**config.mk**
```make
export PLATFORM = sky130hd
export DESIGN_NAME = apb_master_ctrl
export DESIGN_NICKNAME = d
export VERILOG_FILES = /design/src/rtl/apb_pkg.sv /design/src/rtl/apb_timeout_cnt.sv /design/src/rtl/apb_master_ctrl.sv
export SDC_FILE = /design/constraint.sdc
export NUM_CORES = 1
export LEC_CHECK = 0
export CORE_ASPECT_RATIO = 1.25
export CORE_UTILIZATION = 35
export DETAILED_ROUTE_END_ITERATION = 16
export PLACE_DENSITY = 0.79
export SETUP_SLACK_MARGIN = 0.02
export SYNTH_ARGS = -nofsm -noshare
export SYNTH_HDL_FRONTEND = slang
export SYNTH_SLANG_ARGS = --single-unit
```
**constraint.sdc**
```tcl
create_clock -name pclk -period 11.2 [get_ports pclk]
set_clock_uncertainty 0.15 [all_clocks]
set_input_delay 1.12 -clock pclk [delete_from_list [all_inputs] [get_ports pclk]]
set_output_delay 1.12 -clock pclk [all_outputs]
set_load 0.01 [all_outputs]
```
**src/rtl/apb_pkg.sv**
```systemverilog
// rtl/apb_pkg.sv - shared states, response codes and parameter checks for the APB requester
package apb_pkg;

    typedef enum logic [1:0] {
        IDLE   = 2'd0,
        SETUP  = 2'd1,
        ACCESS = 2'd2,
        RESP   = 2'd3
    } apb_state_e;

    // Response code layout: bit 0 = error seen, bit 1 = aborted by timeout.
    localparam logic [1:0] RSP_OKAY    = 2'b00;
    localparam logic [1:0] RSP_SLVERR  = 2'b01;
    localparam logic [1:0] RSP_TIMEOUT = 2'b11;

    function automatic bit data_w_legal(input int w);
        return (w == 8) || (w == 16) || (w == 32);
    endfunction

endpackage

```
**src/rtl/apb_timeout_cnt.sv**
```systemverilog
// rtl/apb_timeout_cnt.sv - counts consecutive stalled ACCESS cycles and flags the terminal one
module apb_timeout_cnt #(
    parameter int CNT_W    = 9,
    parameter int TERMINAL = 256
) (
    input  logic pclk,
    input  logic preset,
    input  logic clear,
    input  logic enable,
    output logic terminal
);

    localparam logic [CNT_W-1:0] LAST = (TERMINAL == 0) ? '0 : CNT_W'(TERMINAL - 1);

    logic [CNT_W-1:0] count;

    always_ff @(posedge pclk or posedge preset) begin
        if (preset) begin
            count <= '0;
        end else if (clear) begin
            count <= '0;
        end else if (enable) begin
            count <= count + 1'b1;
        end
    end

    // Flags the stalled cycle that brings the count up to TERMINAL, so the abort lands on that same cycle.
    assign terminal = (TERMINAL != 0) && enable && (count == LAST);

endmodule

```
**src/rtl/apb_master_ctrl.sv**
```systemverilog
// rtl/apb_master_ctrl.sv - APB4 requester: command channel in, SETUP/ACCESS transfers out, response channel back
module apb_master_ctrl
    import apb_pkg::*;
#(
    parameter int ADDR_W         = 32,
    parameter int DATA_W         = 32,
    parameter int TIMEOUT_CYCLES = 256,
    parameter int CNT_W          = 9
) (
    input  logic                pclk,
    input  logic                preset,
    input  logic                cmd_valid,
    output logic                cmd_ready,
    input  logic                cmd_write,
    input  logic [ADDR_W-1:0]   cmd_addr,
    input  logic [DATA_W-1:0]   cmd_wdata,
    input  logic [DATA_W/8-1:0] cmd_strb,
    output logic                rsp_valid,
    input  logic                rsp_ready,
    output logic [DATA_W-1:0]   rsp_rdata,
    output logic                rsp_err,
    output logic                rsp_timeout,
    output logic                psel,
    output logic                penable,
    output logic [ADDR_W-1:0]   paddr,
    output logic                pwrite,
    output logic [DATA_W-1:0]   pwdata,
    output logic [DATA_W/8-1:0] pstrb,
    input  logic [DATA_W-1:0]   prdata,
    input  logic                pready,
    input  logic                pslverr
);

    if (!data_w_legal(DATA_W)) begin : g_bad_data_w
        $error("apb_master_ctrl: DATA_W must be 8, 16 or 32");
    end
    if ((2 ** CNT_W) <= TIMEOUT_CYCLES) begin : g_bad_cnt_w
        $error("apb_master_ctrl: CNT_W too narrow for TIMEOUT_CYCLES");
    end

    apb_state_e state_q;
    apb_state_e state_d;
    logic [1:0] rsp_code;
    logic       cmd_fire;
    logic       tmo_en;
    logic       tmo_hit;

    assign cmd_fire    = cmd_valid && cmd_ready;
    assign tmo_en      = (state_q == ACCESS) && !pready;
    assign rsp_err     = rsp_code[0];
    assign rsp_timeout = rsp_code[1];

    apb_timeout_cnt #(
        .CNT_W    (CNT_W),
        .TERMINAL (TIMEOUT_CYCLES)
    ) u_timeout_cnt (
        .pclk     (pclk),
        .preset   (preset),
        .clear    (cmd_fire),
        .enable   (tmo_en),
        .terminal (tmo_hit)
    );

    always_ff @(posedge pclk or posedge preset) begin
        if (preset) begin
            state_q <= IDLE;
        end else begin
            state_q <= state_d;
        end
    end

    always_comb begin
        state_d   = state_q;
        cmd_ready = 1'b0;
        psel      = 1'b0;
        penable   = 1'b0;
        rsp_valid = 1'b0;
        unique case (state_q)
            IDLE: begin
                cmd_ready = 1'b1;
                if (cmd_valid) state_d = SETUP;
            end
            SETUP: begin
                psel    = 1'b1;
                state_d = ACCESS;
            end
            ACCESS: begin
                psel    = 1'b1;
                penable = 1'b1;
                if (pready || tmo_hit) state_d = RESP;
            end
            RESP: begin
                rsp_valid = 1'b1;
                // Consuming the response frees the slot, so a waiting command goes straight to SETUP.
                cmd_ready = rsp_ready;
                if (rsp_ready) state_d = cmd_valid ? SETUP : IDLE;
            end
            default: state_d = IDLE;
        endcase
    end

    // Bus fields only move on a new command, so they hold the last transfer while idle.
    always_ff @(posedge pclk or posedge preset) begin
        if (preset) begin
            paddr  <= '0;
            pwrite <= 1'b0;
            pwdata <= '0;
            pstrb  <= '0;
        end else if (cmd_fire) begin
            paddr  <= cmd_addr;
            pwrite <= cmd_write;
            pwdata <= cmd_wdata;
            pstrb  <= cmd_write ? cmd_strb : '0;
        end
    end

    always_ff @(posedge pclk or posedge preset) begin
        if (preset) begin
            rsp_rdata <= '0;
            rsp_code  <= RSP_OKAY;
        end else if (state_q == ACCESS) begin
            if (pready) begin
                rsp_rdata <= pwrite ? '0 : prdata;
                rsp_code  <= pslverr ? RSP_SLVERR : RSP_OKAY;
            end else if (tmo_hit) begin
                rsp_rdata <= '0;
                rsp_code  <= RSP_TIMEOUT;
            end
        end
    end

endmodule

```
==> flow_summary.toml, run 1 <==
[outcome]
status = "completed"

[finish]
num-nets-final = 698
final_area_mm2 = 0.00751
diodes = 0
stdcell_count = 767
drive_above_1_share_pct = 17.9
area.growth.synth_to_final_pct = 62.7

[timing]
maxSlewViolCount = 0
finalSetupViolCount = 0
fin_crit_ns = 3.71
min_period_over_period_pct = 33.1
setup_tns_ns = 0
max_freq_mhz = 270
tightestPinTransition_ns = 1.24
relSlewSlack_pct = 17.2
final-hold-violation-count = 0
setup_slack_ns = 7.49
rsz0062_at_grt = "no"

[pwr]
combPwrFrac_pct = 41.1
power.density_mw_per_mm2 = 296
switching_share_pct = 29.9
p_leak_nw = 3.13
pwr-share-clk_pct = 26.8
ir_drop_uv = 157
seqPwrFrac_pct = 32.1
power_switching_mw = 0.665
p_int_mw = 1.56

[setup_path]
path_max_fanout = 10
startpoint = "rsp_ready"
critPathKind = "input port to primary output"
critPathArrivalTime_ns = 2.44
rr_startpoint = "state_q[0]"
critPathCaptureType = "primary output"
cp-start-kind = "input port"
worstPathRequired_ns = 9.93

[grt]
grt_remaining_overflow = 0
antenna_found_initial = 0
grt_use_total_pct = 17.6
grt_pass1_wl_mm = 18.5
grt_max_degree = 76
first_global_vias = 3681

[placed_design]
place_ws_ns = 7.50
gp_congestion = 0.777
portBuffers = 213
post-place-cells = 735
dpl.hpwl_mm = 8.62
dpl-instance-area_mm2 = 0.00685

[clocking]
post_cts_buffers = 0
clk_pin_slew_ns = 0.05
holdBufCountCts = 0
clk_latency_ns = 0.40
cts_tree = "yes"
cts_buffer_depth = 2
cts_resized = 0
cts_sinks = 114
cts_buffers = 17
clockRootBuffer = "clkbuf_16"
htreeDepth = 4

[yosys]
synth-compound-area-share_pct = 7.10
synthTopCellsByCount = "dfrtp_1 (114), nand2_1 (71), mux2_2 (65)"
synthXorXnorAreaFrac_pct = 0.380
synth_edf_count = 0
synth_top_area_cell = "dfrtp_1"
ys_ff_latch = 114
synth_nets = 484
yosysMostFrequentCell = "dfrtp_1"
synth.top_cell.area_share_pct = 61.8
async_flop_share_pct = 100
ys_seq_area_share_pct = 61.8
synth_adder_area_share_pct = 1.36
synth_cells = 372
synth_warnings = 0
synth_top_family_by_area = "multiplexers"
yosys.area_share.simple_pct = 9.22
syn_avg_cell_area_um2 = 12.4
synth.distinct_cells = 32
syn_area_mm2 = 0.00462
muxShareOfSynthArea_pct = 16.4
synth_top_cells_by_area = "dfrtp_1 (62%), mux2_2 (16%), nand2_1 (5.8%)"
synth_top_flop_cell = "dfrtp_1"

[min_path]
min_from = "rsp_rdata[19]"
hp-class = "flop to flop"

[die]
num_rows = 46
ios = 214
die_x_um = 105
die-area_mm2 = 0.0137
core-area_mm2 = 0.0128
die_h_um = 130
start_util_pct = 36.1

[route]
finalWirelength_mm = 11.7
dr.pass1.iters = 4
drc = 0
viasPerCell = 4.73
drtAntennaViolNets = 0
wl_per_cell_um = 15.3
drt_first_iter_violations = 118
vias = 3631

[job]
drv_cap = 0
metal layers:
layer	GRT usage (%)	vias up	part of all wire, %
met3	3.82	35	4.8
met5	0	-	0
li1	-	1705	-
met4	10.8	0	3.8
met1	18.4	1760	37
met2	32.7	131	54
cell type report:
type	count	area, um2
multi-input combinational	231	1610
clock buffer	20	457
clock inverter	12	203
fill	1062	5270
timing repair buffer	216	2150
sequential	114	2850
tap	168	210
inverter	6	25.0
per-stage QoR:
| step | power [mW] | util [%] | hold slack (ns) |
|---|---|---|---|
| finish | 2.22 | 58.8 | 0.325 |
| global route | 2.34 | 58.8 | 0.350 |
| CTS | 2.25 | 58.8 | 0.330 |
| detailed placement | 1.65 | 53.6 | 0.320 |
| global placement | 1.60 | 53.6 | 0.313 |
| floorplan | 1.14 | - | 0.349 |
state kept, by name (all words and copies together) (netlist names):
signal	count
state_q	2
paddr	32
pwdata	32
pwrite	1
rsp_code	2
u_timeout_cnt.count	9
rsp_rdata	32
pstrb	4
final timing paths:
| kind | end | slack [ns] | cells past startpoint |
|---|---|---|---|
| min in group asynchronous | pwdata[23] | 0.96 | 2 |
| worst max register to register | pwdata[24] | 8.32 | 6 |
| worst min register to register | rsp_rdata[19] | 0.33 | 2 |
| worst max-delay path | cmd_ready | 7.49 | 4 |
| worst min-delay path | rsp_rdata[19] | 0.33 | 2 |
| max in group asynchronous | pwdata[3] | 8.62 | 3 |
layout by cell type (no fill, tap or decap), drive strengths merged, types with 3 or more instances in the layout:
cell type      netlist  final
nand2b               4      4
bufinv               0      5
inv                  6      8
nor2                 7      7
mux2                66     66
o21ai               40     40
ha                   5      5
or3                  3      3
nand2               71     71
clkdlybuf4s50        0    213
o31ai                6      6
nand3                3      3
a21oi               10     10
buf                 17      3
clkinv               0      4
dfrtp              114    114
clkbuf               4     20
power by group through the flow:
stage / clock network, mW / logic (mW) / registers, mW
CTS: 0.607 / 0.927 / 0.717
global placement: 0 / 0.898 / 0.706
detailed placement: 0 / 0.924 / 0.723
floorplan: 0 / 0.344 / 0.797
global route: 0.626 / 0.978 / 0.741
finish: 0.594 / 0.914 / 0.714
cell families (layout without fill, tap and decap cells):
family                     count (synthesis)  count (layout)
xor gates and xnor gates                   2               2
and+or+nand+nor                           98              98
adders and majority gates                  5               5
buffers and inverters                     27             254
DFF                                      114             114
AOI/OAI and AO/OA                         59              59
muxes                                     67              67
worst max-delay path, cell delays in order:
cell and delay (ns):
clkdlybuf4s50_1 0.46, a21oi_4 0.30, nor2_1 0.07, clkdlybuf4s50_1 0.49
No activity file was read; power rests on OpenSTA's default activity.
==> run 2, diff against run 1 <==
--- a/config.mk
+++ b/config.mk
@@ -8,7 +8,7 @@
 export CORE_ASPECT_RATIO = 1.25
 export CORE_UTILIZATION = 35
 export DETAILED_ROUTE_END_ITERATION = 16
-export PLACE_DENSITY = 0.79
+export PLACE_DENSITY = 0.82
 export SETUP_SLACK_MARGIN = 0.02
 export SYNTH_ARGS = -nofsm -noshare
 export SYNTH_HDL_FRONTEND = slang
==> constraint.sdc (replaced) <==
create_clock -name pclk -period 3.3 [get_ports pclk]
set_clock_uncertainty 0.15 [all_clocks]
set_input_delay 0.33 -clock pclk [delete_from_list [all_inputs] [get_ports pclk]]
set_output_delay 0.33 -clock pclk [all_outputs]
set_load 0.01 [all_outputs]
==> run 2 against run 1 <==
  * Routed wire length up 4.6%
  * Sequential power rose to 3.4 times the previous value
  * Power rose to 3.3 times the previous value
  * Final cell count up 0.13%
  * First-iteration DRC count down 14%
  * Die area unchanged
  * Critical path depth up 2
  * Sequential cell count unchanged
  * Combinational power rose to 3.4 times the previous value
  * Critical path type is now flop to flop
==> flow_summary.toml, run 2 (same netlist as run 1, synthesis figures left out) <==
[finish]
final_area_mm2 = 0.00746
diodes = 0
seq_area_mm2 = 0.00285
final_cell_mix = "clkdlybuf4s50_1 (213), dfrtp_1 (114), nand2_1 (71)"
n_fill_cell = 1077
reg.largest.list = "paddr x32, pwdata x32, rsp_rdata x32"
multi_input_area_mm2 = 0.00161
stdcell_count = 768
area.growth.synth_to_final_pct = 61.6
num-nets-final = 700
drive_above_1_share_pct = 18.0
layout_commonest_cell = "clkdlybuf4s50_1"

[setup_path]
critPathArrivalTime_ns = 2.69
cp_top_family = "simple AND/OR/NAND/NOR gates"
worstPathRequired_ns = 3.42
path_max_fanout = 63
cp_num_buf_inv = 2
cpPeakStageDelay_ns = 0.40
critPathKind = "flop to flop"
path_cells = "inv_1 -> ha_1 -> nand2b_1 -> nor2_4 -> buf_12 -> mux2_2"
crit_cells = 6
rr_worst_depth = 6
cp-start-kind = "flop"
crit_slowest_cell = "dfrtp_1"
critPathCaptureType = "flop"

[route]
vias = 3681
viasPerCell = 4.79
finalWirelength_mm = 12.3
drtAntennaViolNets = 0
drc = 0
drt_first_iter_violations = 102
dr.pass1.iters = 4
wl_per_cell_um = 16.0

[clocking]
holdBufCountCts = 0
htreeDepth = 4
cts_buffer_depth = 2
clk_pin_slew_ns = 0.06
cts_tree = "yes"
cts_sinks = 114
post_cts_buffers = 0
clk_latency_ns = 0.40
cts_buffers = 17
cts_resized = 0
clockRootBuffer = "clkbuf_16"

[timing]
maxSlewViolCount = 0
relSlewSlack_pct = 42.6
min_period_over_period_pct = 77.7
setup_slack_ns = 0.735
final-hold-violation-count = 0
max_freq_mhz = 390
rsz0062_at_grt = "no"
hold_slack_ns = 0.301
setup_tns_ns = 0
fin_crit_ns = 2.57
tightestPinTransition_ns = 0.860
finalSetupViolCount = 0

[outcome]
status = "completed"

[die]
start_util_pct = 36.1
num_rows = 46
ios = 214
core-area_mm2 = 0.0128
die_x_um = 105
die-area_mm2 = 0.0137
die_h_um = 130

[placed_design]
dpl.hpwl_mm = 8.97
dpl-instance-area_mm2 = 0.00691
gp_congestion = 0.755
place_ws_ns = 0.792
post-place-cells = 737
portBuffers = 213

[job]
drv_cap = 0

[grt]
grt_max_degree = 65
grt_use_total_pct = 18.3
antenna_found_initial = 0
grt_remaining_overflow = 0
grt_pass1_wl_mm = 19.4
first_global_vias = 3830

[pwr]
ir_drop_uv = 527
p_leak_nw = 3.09
power.density_mw_per_mm2 = 972

[min_path]
hp-class = "input port to asynchronous set/reset pin"
[run 2: cell types whose count changed in the layout (fill, tap and decap cells not counted), sizes merged]
| cell | before | now |
|---|---|---|
| bufinv | 5 | 1 |
| clkinvlp | 1 | 5 |
| inv | 8 | 5 |
| buf | 3 | 5 |
| clkbuf | 20 | 21 |
| clkinv | 4 | 5 |
[run 2: final timing paths]
path	startpoint	to	slack (ns)
min	preset	pwdata[29]	0.30
min in group pclk	rsp_rdata[0]	rsp_rdata[0]	0.33
min reg2reg	rsp_rdata[0]	rsp_rdata[0]	0.33
max in group asynchronous	preset	pstrb[1]	2.02
max	state_q[0]	paddr[15]	0.73
max reg2reg	state_q[0]	paddr[15]	0.73
[run 2: cell type report]
| type | count | share of cell area (%) |
|---|---|---|
| Clock buffer | 21 | 6.31 |
| Tap cell | 168 | 2.82 |
| Sequential cell | 114 | 38.2 |
| Inverter | 6 | 0.352 |
| Clock inverter | 10 | 1.14 |
| Timing Repair Buffer | 218 | 29.6 |
| Multi-Input combinational cell | 231 | 21.6 |
[run 2: where the power goes]
part / internal, mW / switching [mW]
registers: 2.06 / 0.359
logic: 1.85 / 1.28
clock network: 1.08 / 0.616
total: 5.00 / 2.25
[run 2: layer usage]
layer / routed length (um) / vias up / global-route usage, %
met4: 247 / 0 / 7.62
met3: 639 / 20 / 5.46
met2: 6530 / 142 / 33.2
li1: - / 1711 / -
met5: 0 / - / 0
met1: 4840 / 1808 / 20.1
[run 2: through the flow]
stage,power [mW],util [%]
global placement,5.46,54.0
CTS,7.34,58.4
finish,7.25,58.4
floorplan,3.87,-
global route,7.67,58.4
detailed placement,5.60,54.0
==> run 3, diff against run 2 <==
--- a/config.mk
+++ b/config.mk
@@ -8,7 +8,7 @@
 export CORE_ASPECT_RATIO = 1.25
 export CORE_UTILIZATION = 35
 export DETAILED_ROUTE_END_ITERATION = 16
-export PLACE_DENSITY = 0.82
+export PLACE_DENSITY = 0.79
 export SETUP_SLACK_MARGIN = 0.02
 export SYNTH_ARGS = -nofsm -noshare
 export SYNTH_HDL_FRONTEND = slang
==> constraint.sdc (replaced) <==
create_clock -name pclk -period 2.5 [get_ports pclk]
set_clock_uncertainty 0.15 [all_clocks]
set_input_delay 0.25 -clock pclk [delete_from_list [all_inputs] [get_ports pclk]]
set_output_delay 0.25 -clock pclk [all_outputs]
set_load 0.01 [all_outputs]
==> run 3 against run 2 <==
  * Clock power rose by 41%
  * Largest cell class unchanged
  * Worst hold slack got worse by 0.13 ns
  * Clock-buffer cell count did not move
  * Combinational power rose by 34%
  * Non-clock buffer count rose by 3
  * Die area did not move
  * Sequential share of layout area fell by 0.27 points
  * Global-route usage fell by 0.36 points
==> flow_summary.toml, run 3 (same netlist as run 1, synthesis figures left out) <==
[placed_design]
gp_congestion = 0.735
portBuffers = 213
dpl.hpwl_mm = 8.62
dpl-instance-area_mm2 = 0.00692

[setup_path]
critPathKind = "flop to primary output"
path_max_fanout = 4
rr_worst_depth = 6
rr_startpoint = "state_q[0]"
regToRegSetupSlack_ns = 0.20
critPathCaptureType = "primary output"
worstPathRequired_ns = 2.10
cp-start-kind = "flop"
critPathArrivalTime_ns = 1.93
rr_endpoint = "pwdata[20]"

[pwr]
power.density_mw_per_mm2 = 1300
ir_drop_uv = 689
power_mw = 9.76
p_leak_nw = 3.11

[grt]
grt_remaining_overflow = 0
antenna_found_initial = 0
grt_pass1_wl_mm = 19.0
first_global_vias = 3839
grt_max_degree = 74
grt_use_total_pct = 17.9

[route]
finalWirelength_mm = 12.0
wl_per_cell_um = 15.6
drtAntennaViolNets = 0
viasPerCell = 4.72
drc = 0
dr.pass1.iters = 4
vias = 3636
drt_first_iter_violations = 153

[timing]
setup_tns_ns = 0
hold_slack_ns = 0.173
relSlewSlack_pct = 65.3
finalSetupViolCount = 0
min_period_over_period_pct = 93.2
maxSlewViolCount = 0
tightestPinTransition_ns = 0.521
rsz0062_at_grt = "no"
fin_crit_ns = 2.33
final-hold-violation-count = 0
max_freq_mhz = 429

[finish]
finish.utilization_pct = 58.8
area.growth.synth_to_final_pct = 62.8
final_area_mm2 = 0.00751
final_cell_mix = "clkdlybuf4s50_1 (213), dfrtp_1 (114), nand2_1 (71)"
reg.largest.list = "paddr x32, pwdata x32, rsp_rdata x32"
drive_above_1_share_pct = 18.1
layout_commonest_cell = "clkdlybuf4s50_1"
diodes = 0
num-nets-final = 703

[die]
die-area_mm2 = 0.0137
core-area_mm2 = 0.0128
start_util_pct = 36.1
die_h_um = 130
num_rows = 46
ios = 214
die_x_um = 105

[clocking]
clockRootBuffer = "clkbuf_16"
htreeDepth = 4
clk_latency_ns = 0.40
clk_pin_slew_ns = 0.05
cts_sinks = 114
cts_buffers = 17
cts_buffer_depth = 2
cts_tree = "yes"

[job]
drv_cap = 0

[min_path]
hp-class = "input port to asynchronous set/reset pin"

[outcome]
status = "completed"
-- run 3: cell count changes in the layout (fill, tap and decap cells not counted), sizes merged --
cell and change:
bufinv +2, clkinv -2, buf +3
-- run 3: cell type report --
cell class                 instances  area (um2)
clock buffer                      21         450
clock inverter                    10         135
fill                            1088        5260
inverter                           6        26.3
multi-input combinational        231        1610
sequential                       114        2850
tap                              168         210
timing repair buffer             221        2230
-- run 3: critical path: stages (launching register included) --
cell and delay, ns:
dfrtp_1 0.40, inv_1 0.11, ha_1 0.28, a21oi_4 0.07, nor2_1 0.12, clkdlybuf4s50_1 0.55
-- run 3: through the flow --
| stage | setup slack [ns] | instances |
|---|---|---|
| after global placement | 0.303 | 739 |
| after floorplan | 0.410 | 372 |
| after global routing | 0.0538 | 771 |
| final | 0.171 | 771 |
| after detailed placement | 0.184 | 739 |
| after CTS | 0.0775 | 770 |
-- run 3: power by group --
group / internal, mW / total [mW] / switching, mW / leakage, nW
clock network: 1.58 / 2.39 / 0.805 / 0.275
registers: 2.72 / 3.19 / 0.468 / 1.43
logic: 2.48 / 4.18 / 1.70 / 1.41
-- run 3: worst max path at each step --
stage	startpoint	to	cells after the start
floorplan	state_q[0]	paddr[0]	8
global placement	state_q[0]	pwdata[15]	6
detailed placement	state_q[0]	pwdata[20]	6
CTS	state_q[0]	cmd_ready	5
global route	state_q[0]	pwdata[13]	6
finish	state_q[0]	cmd_ready	5
-- run 3: layer usage --
metal / wire length [um] / vias to the layer above / global-route usage, %
met4: 265 / 0 / 7.87
met2: 6330 / 145 / 32.8
met1: 4740 / 1763 / 19.6
met3: 668 / 22 / 4.96
li1: - / 1706 / -
met5: 0 / - / 0
-- run 3: what timing repair did --
action,CTS,global route
resized for setup,0,0
hold buffers,0,0
hold endpoints to repair,0,0
setup endpoints to repair,0,1
setup buffers,0,1
